[config.mk]
export PLATFORM = sky130hd
export DESIGN_NAME = conv_index_gen_flat
export DESIGN_NICKNAME = d
export VERILOG_FILES = /design/src/rtl/conv_index_gen_if.sv /design/src/rtl/conv_index_gen.sv /design/src/flat_wrapper.sv
export SDC_FILE = /design/constraint.sdc
export NUM_CORES = 1
export LEC_CHECK = 0
export ABC_AREA = 1
export CAP_MARGIN = 30
export CELL_PAD_IN_SITES_DETAIL_PLACEMENT = 0
export CELL_PAD_IN_SITES_GLOBAL_PLACEMENT = 1
export CORE_MARGIN = 3
export CORE_UTILIZATION = 42
export CTS_CLUSTER_DIAMETER = 40
export DETAILED_ROUTE_END_ITERATION = 10
export PLACE_DENSITY = 0.94
export SLEW_MARGIN = 5
export SYNTH_ARGS = -nofsm -noshare
export SYNTH_HDL_FRONTEND = slang
export SYNTH_SLANG_ARGS = --single-unit
export TNS_END_PERCENT = 5
[constraint.sdc]
create_clock -name i_clk -period 3.3 [get_ports i_clk]
set_input_delay 0.495 -clock i_clk [delete_from_list [all_inputs] [get_ports i_clk]]
set_output_delay 0.495 -clock i_clk [all_outputs]
set_load 0.02 [all_outputs]
[src/rtl/conv_index_gen_if.sv]
// conv_index_gen_if
//   Bundles the sweep control inputs and the A/B/C index-tuple bus that the
//   loop-index sequencer hands to the convolution address stage.
//   master : the index generator (conv_index_gen)
//   slave  : the environment (sweep controller + address stage)
//   Signals:
//     i_go, i_*_lim        sweep start and loop trip counts
//     o_start, i_finish    per-group request/completion handshake
//     o_idxA/B/C           packed {h,w,r,s,k} tuples, h in MSBs
//     o_lane_vld           bit0=A, bit1=B, bit2=C
//     o_busy, o_done       sweep status
interface conv_index_gen_if #(
    parameter int H_LEN = 3,
    parameter int W_LEN = 3,
    parameter int R_LEN = 3,
    parameter int S_LEN = 3,
    parameter int K_LEN = 3
);
    localparam int IDX_W = H_LEN + W_LEN + R_LEN + S_LEN + K_LEN;

    logic             i_go;
    logic [H_LEN-1:0] i_h_lim;
    logic [W_LEN-1:0] i_w_lim;
    logic [R_LEN-1:0] i_r_lim;
    logic [S_LEN-1:0] i_s_lim;
    logic [K_LEN-1:0] i_k_lim;
    logic             o_start;
    logic             i_finish;
    logic [IDX_W-1:0] o_idxA;
    logic [IDX_W-1:0] o_idxB;
    logic [IDX_W-1:0] o_idxC;
    logic [2:0]       o_lane_vld;
    logic             o_busy;
    logic             o_done;

    modport master (
        input  i_go, i_h_lim, i_w_lim, i_r_lim, i_s_lim, i_k_lim, i_finish,
        output o_start, o_idxA, o_idxB, o_idxC, o_lane_vld, o_busy, o_done
    );

    modport slave (
        output i_go, i_h_lim, i_w_lim, i_r_lim, i_s_lim, i_k_lim, i_finish,
        input  o_start, o_idxA, o_idxB, o_idxC, o_lane_vld, o_busy, o_done
    );
endinterface

[src/rtl/conv_index_gen.sv]
// conv_index_gen
//   Sweeps the (k, h, w, r, s) loop nest over latched trip counts, issuing
//   three consecutive index tuples per group and waiting for the address
//   stage to finish each group before advancing.
//   Ports:
//     i_clk    clock, rising edge
//     i_rst_n  asynchronous active-low reset
//     bus      conv_index_gen_if.master (go/limits in, tuples/status out)
//
//   state | meaning
//   ------+-------------------------------------------------------------
//   IDLE  | waiting for i_go; limits/cursor/rem loaded on go
//   ISSUE | o_start high for one cycle; lane tuples valid
//   WAIT  | tuples held until i_finish; then advance cursor by 3
//   DONE  | one-cycle o_done pulse, back to IDLE
module conv_index_gen #(
    parameter int H_LEN = 3,
    parameter int W_LEN = 3,
    parameter int R_LEN = 3,
    parameter int S_LEN = 3,
    parameter int K_LEN = 3,
    parameter int CNT_W = 15
) (
    input logic                i_clk,
    input logic                i_rst_n,
    conv_index_gen_if.master   bus
);
    localparam int IDX_W = H_LEN + W_LEN + R_LEN + S_LEN + K_LEN;

    // Field order gives the packed {h,w,r,s,k} layout directly.
    typedef struct packed {
        logic [H_LEN-1:0] h;
        logic [W_LEN-1:0] w;
        logic [R_LEN-1:0] r;
        logic [S_LEN-1:0] s;
        logic [K_LEN-1:0] k;
    } tuple_t;

    typedef enum logic [1:0] {ST_IDLE, ST_ISSUE, ST_WAIT, ST_DONE} state_t;

    state_t           state_q, state_d;
    tuple_t           cur_q, cur_d;
    tuple_t           lim_q, lim_d;
    logic [CNT_W-1:0] rem_q, rem_d;
    tuple_t           lim_in, idx_b, idx_c;
    logic [2:0]       vld;

    // Odometer step: s innermost, k outermost; each digit wraps at lim-1.
    function automatic tuple_t odo_inc(tuple_t t, tuple_t lim);
        tuple_t n;
        n = t;
        if (t.s != lim.s - S_LEN'(1)) n.s = t.s + S_LEN'(1);
        else begin
            n.s = '0;
            if (t.r != lim.r - R_LEN'(1)) n.r = t.r + R_LEN'(1);
            else begin
                n.r = '0;
                if (t.w != lim.w - W_LEN'(1)) n.w = t.w + W_LEN'(1);
                else begin
                    n.w = '0;
                    if (t.h != lim.h - H_LEN'(1)) n.h = t.h + H_LEN'(1);
                    else begin
                        n.h = '0;
                        if (t.k != lim.k - K_LEN'(1)) n.k = t.k + K_LEN'(1);
                        else n.k = '0;
                    end
                end
            end
        end
        return n;
    endfunction

    always_comb begin
        lim_in = {bus.i_h_lim, bus.i_w_lim, bus.i_r_lim, bus.i_s_lim, bus.i_k_lim};
        idx_b  = odo_inc(cur_q, lim_q);
        idx_c  = odo_inc(idx_b, lim_q);
    end

    always_comb begin
        state_d = state_q;
        cur_d   = cur_q;
        lim_d   = lim_q;
        rem_d   = rem_q;
        case (state_q)
            ST_IDLE: begin
                if (bus.i_go) begin
                    lim_d = lim_in;
                    cur_d = '0;
                    rem_d = CNT_W'(bus.i_h_lim) * CNT_W'(bus.i_w_lim) *
                            CNT_W'(bus.i_r_lim) * CNT_W'(bus.i_s_lim) *
                            CNT_W'(bus.i_k_lim);
                    if ((bus.i_h_lim == '0) || (bus.i_w_lim == '0) ||
                        (bus.i_r_lim == '0) || (bus.i_s_lim == '0) ||
                        (bus.i_k_lim == '0))
                        state_d = ST_DONE;
                    else
                        state_d = ST_ISSUE;
                end
            end
            ST_ISSUE: state_d = ST_WAIT;
            ST_WAIT: begin
                if (bus.i_finish) begin
                    rem_d   = (rem_q > CNT_W'(3)) ? rem_q - CNT_W'(3) : '0;
                    cur_d   = odo_inc(idx_c, lim_q);
                    state_d = (rem_d != '0) ? ST_ISSUE : ST_DONE;
                end
            end
            ST_DONE: state_d = ST_IDLE;
            default: state_d = ST_IDLE;
        endcase
    end

    always_ff @(posedge i_clk or negedge i_rst_n) begin
        if (!i_rst_n) begin
            state_q <= ST_IDLE;
            cur_q   <= '0;
            lim_q   <= '0;
            rem_q   <= '0;
        end else begin
            state_q <= state_d;
            cur_q   <= cur_d;
            lim_q   <= lim_d;
            rem_q   <= rem_d;
        end
    end

    // Lane validity follows the remaining count, so IDLE/DONE (rem==0) and
    // reset naturally blank every lane.
    always_comb begin
        if (rem_q >= CNT_W'(3))      vld = 3'b111;
        else if (rem_q == CNT_W'(2)) vld = 3'b011;
        else if (rem_q == CNT_W'(1)) vld = 3'b001;
        else                         vld = 3'b000;
    end

    assign bus.o_lane_vld = vld;
    assign bus.o_idxA     = vld[0] ? IDX_W'(cur_q) : '0;
    assign bus.o_idxB     = vld[1] ? IDX_W'(idx_b) : '0;
    assign bus.o_idxC     = vld[2] ? IDX_W'(idx_c) : '0;
    assign bus.o_start    = (state_q == ST_ISSUE);
    assign bus.o_busy     = (state_q == ST_ISSUE) || (state_q == ST_WAIT);
    assign bus.o_done     = (state_q == ST_DONE);
endmodule

[src/flat_wrapper.sv]
// flat-port wrapper written by rule: the top's interface ports become plain ports
module conv_index_gen_flat 
#(
    parameter int H_LEN = 3,
    parameter int W_LEN = 3,
    parameter int R_LEN = 3,
    parameter int S_LEN = 3,
    parameter int K_LEN = 3,
    parameter int CNT_W = 15
)
  (i_clk, i_rst_n, bus_i_go, bus_i_h_lim, bus_i_w_lim, bus_i_r_lim, bus_i_s_lim, bus_i_k_lim, bus_i_finish, bus_o_start, bus_o_idxA, bus_o_idxB, bus_o_idxC, bus_o_lane_vld, bus_o_busy, bus_o_done);
  conv_index_gen_if #(.H_LEN(H_LEN), .W_LEN(W_LEN), .R_LEN(R_LEN), .S_LEN(S_LEN), .K_LEN(K_LEN)) bus_i ();
  input logic i_clk;
  input logic i_rst_n;
  input wire logic [$bits(bus_i.i_go)-1:0] bus_i_go;
  input wire logic [$bits(bus_i.i_h_lim)-1:0] bus_i_h_lim;
  input wire logic [$bits(bus_i.i_w_lim)-1:0] bus_i_w_lim;
  input wire logic [$bits(bus_i.i_r_lim)-1:0] bus_i_r_lim;
  input wire logic [$bits(bus_i.i_s_lim)-1:0] bus_i_s_lim;
  input wire logic [$bits(bus_i.i_k_lim)-1:0] bus_i_k_lim;
  input wire logic [$bits(bus_i.i_finish)-1:0] bus_i_finish;
  output wire logic [$bits(bus_i.o_start)-1:0] bus_o_start;
  output wire logic [$bits(bus_i.o_idxA)-1:0] bus_o_idxA;
  output wire logic [$bits(bus_i.o_idxB)-1:0] bus_o_idxB;
  output wire logic [$bits(bus_i.o_idxC)-1:0] bus_o_idxC;
  output wire logic [$bits(bus_i.o_lane_vld)-1:0] bus_o_lane_vld;
  output wire logic [$bits(bus_i.o_busy)-1:0] bus_o_busy;
  output wire logic [$bits(bus_i.o_done)-1:0] bus_o_done;
  assign bus_i.i_go = bus_i_go;
  assign bus_i.i_h_lim = bus_i_h_lim;
  assign bus_i.i_w_lim = bus_i_w_lim;
  assign bus_i.i_r_lim = bus_i_r_lim;
  assign bus_i.i_s_lim = bus_i_s_lim;
  assign bus_i.i_k_lim = bus_i_k_lim;
  assign bus_i.i_finish = bus_i_finish;
  assign bus_o_start = bus_i.o_start;
  assign bus_o_idxA = bus_i.o_idxA;
  assign bus_o_idxB = bus_i.o_idxB;
  assign bus_o_idxC = bus_i.o_idxC;
  assign bus_o_lane_vld = bus_i.o_lane_vld;
  assign bus_o_busy = bus_i.o_busy;
  assign bus_o_done = bus_i.o_done;
  conv_index_gen #(.H_LEN(H_LEN), .W_LEN(W_LEN), .R_LEN(R_LEN), .S_LEN(S_LEN), .K_LEN(K_LEN), .CNT_W(CNT_W)) u_core (.i_clk(i_clk), .i_rst_n(i_rst_n), .bus(bus_i));
endmodule
==> out/qor.csv, run 1 <==
stage,metric,value,unit
outcome,status,finished with violations,
outcome,failing checks,setup timing,
drt,DR DRC count,0,
final_layout,fin nets,1546,
logic_synthesis,Synth area leaders,"nand2_1, dfrtp_1, ha_1",
setup_path,reg2reg setup slack,-70,ps
min_path,Worst Hold Class,in -> async,
sta,setup TNS,-37850,ps
sta,Final Hold Vio Count,0,
drt,WL per Instance,13.5,um
sta,FMAX,147,MHz
drt,routed vias/inst,4.95,
setup_path,Worst R2R Start,u_core.lim_q[3],
drt,Pre-antenna DRT Iters,7,
setup_path,R2R Path End,u_core.cur_q[2],
floorplanning,core area,0.0167,mm2
grt,global route overflow,0,
drt,initial DRC count,513,
logic_synthesis,sequential-to-total area share from yosys stat,16.3,%
place,DP Wirelength,17.9,mm
logic_synthesis,"flops & latches, synth",47,
power,total power draw,9.67,mW
drt,vias,8194,
final_layout,number of diodes,0,
sta,minimum clock period,6790,ps
logic_synthesis,most common cell in the netlist,nand2_1,
sta,worst-margin pin slew,801,ps
setup_path,CP arrival,6970,ps
clocking,CTS root buffer,clkbuf_16,
logic_synthesis,leading area contributor after synthesis,nand2_1,
grt,vias in the first global route,7816,
logic_synthesis,mapped cell area,0.00720,mm2
sta,RSZ-0062 raised after global routing,yes,
setup_path,worst reg-to-reg path cell count,25,
job,MaxCap Viol Count,0,
sta,Final Worst Setup Slack,-3490,ps
floorplanning,Die X,137,um
power,VDD IR max,0.000438,V
clocking,Skew-Pair Late Insertion Delay,300,ps
place,IO Port Bufs,69,
grt,first-pass GRT wire length,36.1,mm
final_layout,filler instances,1538,
sta,final hold slack,273,ps
clocking,maximum buffer depth of the clock tree,2,
setup_path,Setup crit end kind,register,
logic_synthesis,Yosys Warn Count,0,
floorplanning,Starting Density,43.1,%
floorplanning,I/O pin total,70,
final_layout,Layout area overhead,44.4,%
sta,Final Setup Violations,22,
grt,largest net degree at the start of global routing,35,
floorplanning,Die ar.,0.0188,mm2
setup_path,critical path class,in -> reg,
logic_synthesis,fraction of registers with async set/reset,100,%
power,Leak,5.87,nW
floorplanning,Die Span Y,137,um
clocking,CTS buffer count,5,
grt,GRT Overall Usage,23.7,%
logic_synthesis,top post-synthesis cells by count,"nand2_1, inv_1, nor2_1",
logic_synthesis,"Distinct cells, synth",46,
sta,final slew viol count,0,
sta,fin crit share,206,%
drt,"antenna viol nets, final",0,
drt,Routed WL,22.4,mm
place,Routability Congestion,0.926,
final_layout,ratio of cells with drive above 1 in the final layout,31.3,%
logic_synthesis,Synth Net Count,1268,
logic_synthesis,Post-Synthesis Cells,1158,
setup_path,crit-path max cell delay,560,ps
power,power density over the cells,929,mW/mm2
clocking,CTS tree,built,
setup_path,Worst setup SP type,input port,
logic_synthesis,number of flops mapped to enable cells by yosys,0,
setup_path,Critical-path top delay cell,fa_2,
clocking,clock sink count,47,
logic_synthesis,post-synthesis average cell area,6.22,um2
sta,clock skew after layout,5.67,ps
logic_synthesis,post-synth top area share,17.9,%
sta,relative slew slack,46.6,%
setup_path,Critical Path RT,3470,ps
setup_path,CP Max Fanout,3,
setup_path,crit path launch,bus_i_h_lim[2],
grt,initial antenna violation count,0,
clocking,Clock Pin Slew Worst Setup and Hold Paths,70,ps
floorplanning,# rows,47,
clocking,H-tree depth,2,
logic_synthesis,predominant post-synthesis flop cell,dfrtp_1,
how the worst max path moves through the flow:
stage	cells past startpoint	slack (ps)	endpoint
after CTS	37	-3380	u_core.rem_q[13]
after global routing	44	-3760	u_core.rem_q[13]
after floorplan	43	-3440	u_core.rem_q[13]
after detailed placement	37	-4360	u_core.rem_q[13]
after global placement	37	-4260	u_core.rem_q[13]
final	36	-3490	u_core.rem_q[11]
area by class of cell:
type,instances,area [um2],share of cell area [%]
Clock buffer,5,125,1.20
Clock inverter,3,43.8,0.421
Inverter,213,800,7.69
Multi-Input combinational cell,877,5740,55.2
Sequential cell,47,1180,11.3
Tap cell,220,275,2.65
Timing Repair Buffer,292,2240,21.5
per-stage QoR:
step / worst slack [ps] / utilization [%] / cells / cell area, um2
after floorplan: -3440 / - / 1158 / 7330
after global placement: -4260 / 58.7 / 1639 / 9800
after detailed placement: -4360 / 58.7 / 1639 / 9800
after CTS: -3380 / 61.1 / 1651 / 10200
after global routing: -3760 / 62.3 / 1657 / 10400
final: -3490 / 62.3 / 1657 / 10400
critical path: cells and delay by family:
kind | cells | cell delay, ps
AOI/OAI and AO/OA | 9 | 1130
xor gates and xnor gates | 2 | 270
adders and majority gates | 9 | 3830
buffers and inverters | 9 | 700
and+or+nand+nor | 7 | 540
where the power goes:
| group | total (mW) | internal (mW) | switching [mW] |
|---|---|---|---|
| Combinational | 8.07 | 3.44 | 4.63 |
| Clock | 0.594 | 0.358 | 0.236 |
| Sequential | 0.998 | 0.804 | 0.194 |
routing by layer:
metal	up-vias	track usage (%)	routed length [um]
li1	4173	-	-
met5	-	0	0
met3	30	1.73	946
met4	0	5.60	457
met1	3796	30.8	9940
met2	195	42.6	11100
cell families (layout without fill, tap and decap cells):
group                    after synthesis  count (layout)  synth area share (%)
AND/OR/NAND/NOR                      606             606                  37.0
buffers and inverters                234             513                  12.5
XOR/XNOR                              35              35                  4.26
adder cells (fa/ha/maj)               91              91                  18.5
flip-flops                            47              47                  16.3
AO/OA/AOI/OAI                        145             145                  11.4
state kept, by name, summed over array words and instances (netlist names):
signal / cells
u_core.cur_q: 15
u_core.state_q: 2
u_core.rem_q: 15
u_core.lim_q: 15
repair_timing:
action | CTS | global route
pin swaps | 48 | 22
buffers inserted | 4 | 6
hold buffers | 0 | 0
gates resized for setup | 192 | 118
hold endpoints to repair | 0 | 0
endpoints found under the setup margin | 68 | 71
placed cells by master, fill, tap and decap left out, types with 3 or more instances in the layout:
| master | synthesis | layout |
|---|---|---|
| a21boi_0 | 4 | 4 |
| a21o_1 | 4 | 4 |
| a21oi_1 | 48 | 27 |
| a21oi_2 | 1 | 21 |
| buf_2 | 0 | 14 |
| buf_4 | 1 | 233 |
| buf_6 | 2 | 6 |
| clkbuf_16 | 0 | 5 |
| clkbuf_2 | 0 | 8 |
| clkdlybuf4s50_1 | 0 | 15 |
| dfrtp_1 | 47 | 47 |
| dlygate4sd2_1 | 0 | 13 |
| fa_1 | 26 | 22 |
| fa_2 | 0 | 4 |
| ha_1 | 65 | 47 |
| ha_4 | 0 | 18 |
| inv_1 | 202 | 185 |
| inv_2 | 9 | 26 |
| nand2_1 | 344 | 322 |
| nand2_2 | 25 | 42 |
| nand2_4 | 0 | 4 |
| nand3_1 | 80 | 77 |
| nand3_2 | 7 | 9 |
| nand3_4 | 2 | 3 |
| nand4_1 | 13 | 13 |
| nor2_1 | 104 | 94 |
| nor2_2 | 6 | 12 |
| nor2_4 | 7 | 11 |
| nor3_1 | 6 | 4 |
| o21ai_0 | 58 | 42 |
| o21ai_1 | 6 | 18 |
| o21ai_2 | 1 | 5 |
| o22ai_1 | 7 | 7 |
| xnor2_1 | 10 | 8 |
| xor2_1 | 25 | 19 |
| xor2_2 | 0 | 5 |
(Power assumes the default switching activity.)
==> run 2: changes to the inputs <==
--- a/config.mk
+++ b/config.mk
@@ -5,15 +5,14 @@
 export SDC_FILE = /design/constraint.sdc
 export NUM_CORES = 1
 export LEC_CHECK = 0
-export ABC_AREA = 1
 export CAP_MARGIN = 30
 export CELL_PAD_IN_SITES_DETAIL_PLACEMENT = 0
 export CELL_PAD_IN_SITES_GLOBAL_PLACEMENT = 1
 export CORE_MARGIN = 3
-export CORE_UTILIZATION = 42
+export CORE_UTILIZATION = 45
 export CTS_CLUSTER_DIAMETER = 40
 export DETAILED_ROUTE_END_ITERATION = 10
-export PLACE_DENSITY = 0.94
+export PLACE_DENSITY = 0.82
 export SLEW_MARGIN = 5
 export SYNTH_ARGS = -nofsm -noshare
 export SYNTH_HDL_FRONTEND = slang
==> run 2 against run 1 <==
  * The flow still finishes with violations (setup timing)
  * Final area increased by 6.9%
  * Register-to-register slack got worse by 530 ps
  * Hold slack got worse by 81 ps
  * Total power increased by 15%
  * Largest cell class unchanged
==> out/qor.csv, run 2 <==
stage,metric,value,unit
place,Routability Congestion,0.884,
sta,RSZ-0062 raised after global routing,yes,
logic_synthesis,mapped cell area,0.00739,mm2
outcome,status,finished with violations,
floorplanning,core area,0.0160,mm2
place,Post-Place Cells,1439,
logic_synthesis,"flops & latches, synth",47,
drt,"antenna viol nets, final",0,
power,power density over the cells,1000,mW/mm2
power,VDD IR max,0.000710,V
logic_synthesis,post-synthesis average cell area,7.86,um2
sta,final slew viol count,0,
clocking,H-tree depth,2,
drt,Routed WL,22.9,mm
logic_synthesis,Synth Net Count,1050,
floorplanning,I/O pin total,70,
grt,first-pass GRT wire length,37.3,mm
floorplanning,Die Span Y,134,um
sta,worst-margin pin slew,598,ps
final_layout,ratio of cells with drive above 1 in the final layout,37.2,%
logic_synthesis,most common cell in the netlist,nand2_1,
final_layout,Finished Layout Cells,1466,
clocking,Clock Pin Slew Worst Setup and Hold Paths,70,ps
logic_synthesis,leading area contributor after synthesis,dfrtp_1,
clocking,Skew-Pair Late Insertion Delay,300,ps
drt,vias,7811,
final_layout,fin nets,1359,
outcome,failing checks,setup timing,
place,placed instance area,0.0103,mm2
floorplanning,Starting Density,46.2,%
clocking,clock sink count,47,
grt,GRT Overall Usage,25.2,%
setup_path,Worst setup SP type,input port,
setup_path,Critical Path RT,3480,ps
sta,Final Setup Violations,40,
final_layout,largest registers,"u_core.cur_q (15), u_core.lim_q (15), u_core.rem_q (15)",
sta,FMAX,149,MHz
place,DP Wirelength,18.0,mm
final_layout,number of diodes,0,
setup_path,crit-path max cell delay,560,ps
logic_synthesis,number of flops mapped to enable cells by yosys,0,
logic_synthesis,sequential-to-total area share from yosys stat,15.9,%
logic_synthesis,fraction of registers with async set/reset,100,%
floorplanning,# rows,46,
logic_synthesis,"Distinct cells, synth",88,
clocking,hold_buf cts,0,
sta,clock skew after layout,9.65,ps
final_layout,"commonest non-fill, non-tap cell in the layout",buf_4,
drt,initial DRC count,427,
grt,initial antenna violation count,0,
grt,vias in the first global route,7577,
sta,relative slew slack,60.1,%
clocking,CTS tree,built,
final_layout,fin util,69.5,%
job,MaxCap Viol Count,0,
drt,routed vias/inst,5.33,
final_layout,"commonest cells after routing, fill and taps aside","buf_4, nand2_1, inv_1, nor2_1, dfrtp_1",
logic_synthesis,Synth area leaders,"dfrtp_1, ha_1, fa_1",
sta,Final Worst Setup Slack,-3390,ps
logic_synthesis,Post-Synthesis Cells,940,
setup_path,crit path launch,bus_i_h_lim[0],
power,Leak,5.46,nW
place,dpl ws,-4270,ps
sta,final hold slack,192,ps
sta,fin crit share,203,%
floorplanning,Die ar.,0.0180,mm2
drt,DR DRC count,0,
drt,WL per Instance,15.6,um
setup_path,Worst R2R Start,u_core.lim_q[3],
final_layout,design area,0.0111,mm2
floorplanning,Die X,134,um
setup_path,cell mode on critical path,fa_1,
logic_synthesis,Yosys Warn Count,0,
logic_synthesis,post-synth top area share,15.9,%
logic_synthesis,top post-synthesis cells by count,"nand2_1, inv_1, ha_1",
setup_path,CP Max Fanout,3,
grt,global route overflow,0,
grt,largest net degree at the start of global routing,26,
sta,Final Hold Vio Count,0,
logic_synthesis,predominant post-synthesis flop cell,dfrtp_1,
clocking,maximum buffer depth of the clock tree,2,
final_layout,Layout area overhead,50.4,%
setup_path,critical path class,in -> reg,
setup_path,Setup crit end kind,register,
clocking,CTS root buffer,clkbuf_16,
min_path,Worst Hold Class,in -> async,
sta,setup TNS,-48770,ps
setup_path,Critical-path top delay cell,fa_2,
setup_path,CP arrival,6870,ps
power,total power draw,11.2,mW
drt,Pre-antenna DRT Iters,5,
clocking,CTS buffer count,5,
place,IO Port Bufs,69,
sta,minimum clock period,6690,ps
-- run 2: path summary, 6_finish.rpt --
path | to | slack [ps] | cells after the start
setup / recovery | u_core.rem_q[14] | -3390 | 33
hold / removal | u_core.rem_q[9] | 190 | 1
setup reg to reg | u_core.cur_q[2] | -600 | 16
hold reg to reg | u_core.lim_q[7] | 520 | 1
max in group asynchronous | u_core.state_q[0] | 2420 | 2
min in group i_clk | u_core.lim_q[7] | 520 | 1
-- run 2: cell families after synthesis --
family	share of synthesized area, %
multiplexers	3.40
flip-flops	15.9
adder cells (fa/ha/maj)	18.1
XOR/XNOR	9.35
AND/OR/NAND/NOR	23.5
buffers and inverters	7.23
AO/OA/AOI/OAI	22.5
-- run 2: metal layers --
metal	global-route usage (%)	wire, um
met1	34.0	10600
met2	44.1	11100
met3	2.21	756
met4	5.54	454
met5	0	0
-- run 2: layout make-up --
cell class	count	area [um2]
multi-input combinational	756	6430
fill	1375	4890
timing repair buffer	338	2700
sequential	47	1180
inverter	101	379
tap	216	270
clock buffer	6	139
clock inverter	2	16.3
-- run 2: report_power, final --
group          leakage (nW)  internal (mW)  total [mW]  switching [mW]
combinational          4.79           4.72        9.57            4.85
sequential            0.598          0.798        1.03           0.228
clock                0.0731          0.304       0.549           0.246
-- run 2: worst max-delay path: cells and delay by family --
kind                       cells  cell delay, ps
buffers and inverters          6             430
xor gates and xnor gates       1             110
adders and majority gates      9            3880
and+or+nand+nor                7             550
AOI/OAI and AO/OA             10            1440
-- run 2: timing repair --
| item | in CTS | in global routing |
|---|---|---|
| pin swaps | 69 | 17 |
| endpoints found under the setup margin | 77 | 75 |
| resized for setup | 206 | 58 |
| setup buffers | 13 | 6 |
==> run 3: changes to the inputs <==
--- a/config.mk
+++ b/config.mk
@@ -13,6 +13,7 @@
 export CTS_CLUSTER_DIAMETER = 40
 export DETAILED_ROUTE_END_ITERATION = 10
 export PLACE_DENSITY = 0.82
+export SKIP_LAST_GASP = 1
 export SLEW_MARGIN = 5
 export SYNTH_ARGS = -nofsm -noshare
 export SYNTH_HDL_FRONTEND = slang
==> run 3 against run 2 <==
  * The flow still finishes with violations (setup timing)
  * Count of clock-buffer cells in the layout stayed put
  * Worst setup slack worse by 70 ps
  * Combinational power is 2.8% lower
  * Sequential cell count stayed put
  * First-iteration DRC count is 2.1% lower
  * Final area is 1.7% lower
  * Maximum frequency is 1.0% lower
  * Die area stayed put
  * Via count is 0.81% higher
  * Total power is 2.7% lower
  * Critical endpoint unchanged
  * Largest power group unchanged
==> out/qor.csv, run 3 (synthesized netlist as in run 2, its figures left out) <==
stage,metric,value,unit
outcome,status,finished with violations,
place,placed instance area,0.0103,mm2
drt,Pre-antenna DRT Iters,5,
drt,highest metal used,met4,
drt,WL per Instance,15.5,um
grt,vias in the first global route,7484,
setup_path,Critical Path RT,3510,ps
drt,Routed WL,22.7,mm
final_layout,design area,0.0109,mm2
place,IO Port Bufs,69,
setup_path,CP Max Fanout,3,
final_layout,"commonest non-fill, non-tap cell in the layout",buf_4,
power,VDD IR max,0.000667,V
sta,fin crit share,205,%
clocking,CTS buffer count,5,
sta,setup TNS,-76260,ps
drt,DR DRC count,0,
final_layout,Finished Layout Cells,1466,
place,dpl ws,-4270,ps
setup_path,R2R Path End,u_core.cur_q[2],
min_path,Worst Hold Class,in -> async,
power,power density over the cells,993,mW/mm2
sta,Final Setup Violations,76,
final_layout,number of diodes,0,
drt,vias,7874,
final_layout,fin nets,1359,
setup_path,Setup crit end kind,register,
clocking,Skew-Pair Late Insertion Delay,300,ps
sta,clock skew after layout,8.23,ps
power,Leak,5.22,nW
grt,initial antenna violation count,0,
setup_path,worst reg-to-reg path cell count,19,
sta,worst-margin pin slew,591,ps
sta,Final Hold Vio Count,0,
final_layout,fin util,68.3,%
clocking,Clock Pin Slew Worst Setup and Hold Paths,70,ps
place,Post-Place Cells,1439,
setup_path,reg2reg setup slack,-1010,ps
clocking,CTS root buffer,clkbuf_16,
floorplanning,I/O pin total,70,
drt,wl on met1,10.4,mm
floorplanning,Die ar.,0.0180,mm2
place,DP Wirelength,18.0,mm
outcome,failing checks,setup timing,
sta,final slew viol count,0,
clocking,CTS tree,built,
drt,routed vias/inst,5.37,
floorplanning,core area,0.0160,mm2
sta,Final Worst Setup Slack,-3460,ps
floorplanning,# rows,46,
sta,relative slew slack,60.6,%
power,total power draw,10.9,mW
clocking,maximum buffer depth of the clock tree,2,
setup_path,Worst R2R Start,u_core.lim_q[3],
setup_path,Critical-path top delay cell,fa_2,
drt,DR WL met3,1.01,mm
floorplanning,Die Span Y,134,um
setup_path,Worst setup SP type,input port,
grt,global route overflow,0,
drt,initial DRC count,418,
job,MaxCap Viol Count,0,
setup_path,crit-path max cell delay,550,ps
grt,largest net degree at the start of global routing,26,
grt,first-pass GRT wire length,36.9,mm
floorplanning,Die X,134,um
final_layout,"commonest cells after routing, fill and taps aside","buf_4, nand2_1, inv_1, clkdlybuf4s50_1, nor2_1",
clocking,clock sink count,47,
sta,RSZ-0062 raised after global routing,yes,
clocking,hold_buf cts,0,
drt,met2 WL post-DR,10.9,mm
final_layout,ratio of cells with drive above 1 in the final layout,32.4,%
place,Routability Congestion,0.884,
setup_path,CP arrival,6970,ps
drt,"antenna viol nets, final",0,
sta,FMAX,148,MHz
final_layout,largest registers,"u_core.cur_q (15), u_core.lim_q (15), u_core.rem_q (15)",
sta,final hold slack,191,ps
clocking,H-tree depth,2,
setup_path,critical path class,in -> reg,
final_layout,Layout area overhead,47.9,%
sta,minimum clock period,6760,ps
floorplanning,Starting Density,46.2,%
grt,GRT Overall Usage,24.8,%
[run 3: what timing repair did]
action                     4_1_cts  5_1_grt
setup endpoints to repair       77       76
gates resized for setup         56       40
buffers inserted                13        6
pin swaps                       53       52
cloned                           0        0
[run 3: critical path: cells and delay by family]
family	cells	cell delay (ps)
AO/OA/AOI/OAI	10	1390
XOR/XNOR	1	120
adder cells (fa/ha/maj)	9	4000
buffers and inverters	6	420
AND/OR/NAND/NOR	7	570
[run 3: worst max path at each step]
stage              startpoint               end  slack (ps)  depth (start not counted)
2_1_floorplan  bus_i_w_lim[0]  u_core.rem_q[14]       -3410                         34
3_3_place_gp   bus_i_w_lim[0]  u_core.rem_q[14]       -4150                         32
3_5_place_dp   bus_i_h_lim[2]  u_core.rem_q[14]       -4270                         33
4_1_cts        bus_i_h_lim[0]  u_core.rem_q[14]       -3320                         33
5_1_grt        bus_i_h_lim[0]  u_core.rem_q[14]       -3770                         33
6_report       bus_i_h_lim[0]  u_core.rem_q[14]       -3460                         33
[run 3: layout make-up]
type | instances | area, um2
Clock buffer | 6 | 139
Clock inverter | 2 | 16.3
Fill cell | 1374 | 5070
Inverter | 101 | 379
Multi-Input combinational cell | 756 | 6200
Sequential cell | 47 | 1180
Tap cell | 216 | 270
Timing Repair Buffer | 338 | 2750
[run 3: report_power, final]
group          internal, mW  switching, mW  leakage [nW]
Sequential            0.799          0.206         0.598
Clock                 0.304          0.248        0.0731
Combinational          4.69           4.61          4.55
Total                  5.79           5.06          5.22
[run 3: metal layers]
layer / track usage, % / vias up
met2: 43.4 / 182
met3: 2.33 / 22
met1: 33.7 / 3771
li1: - / 3899
met4: 4.92 / 0
met5: 0 / -
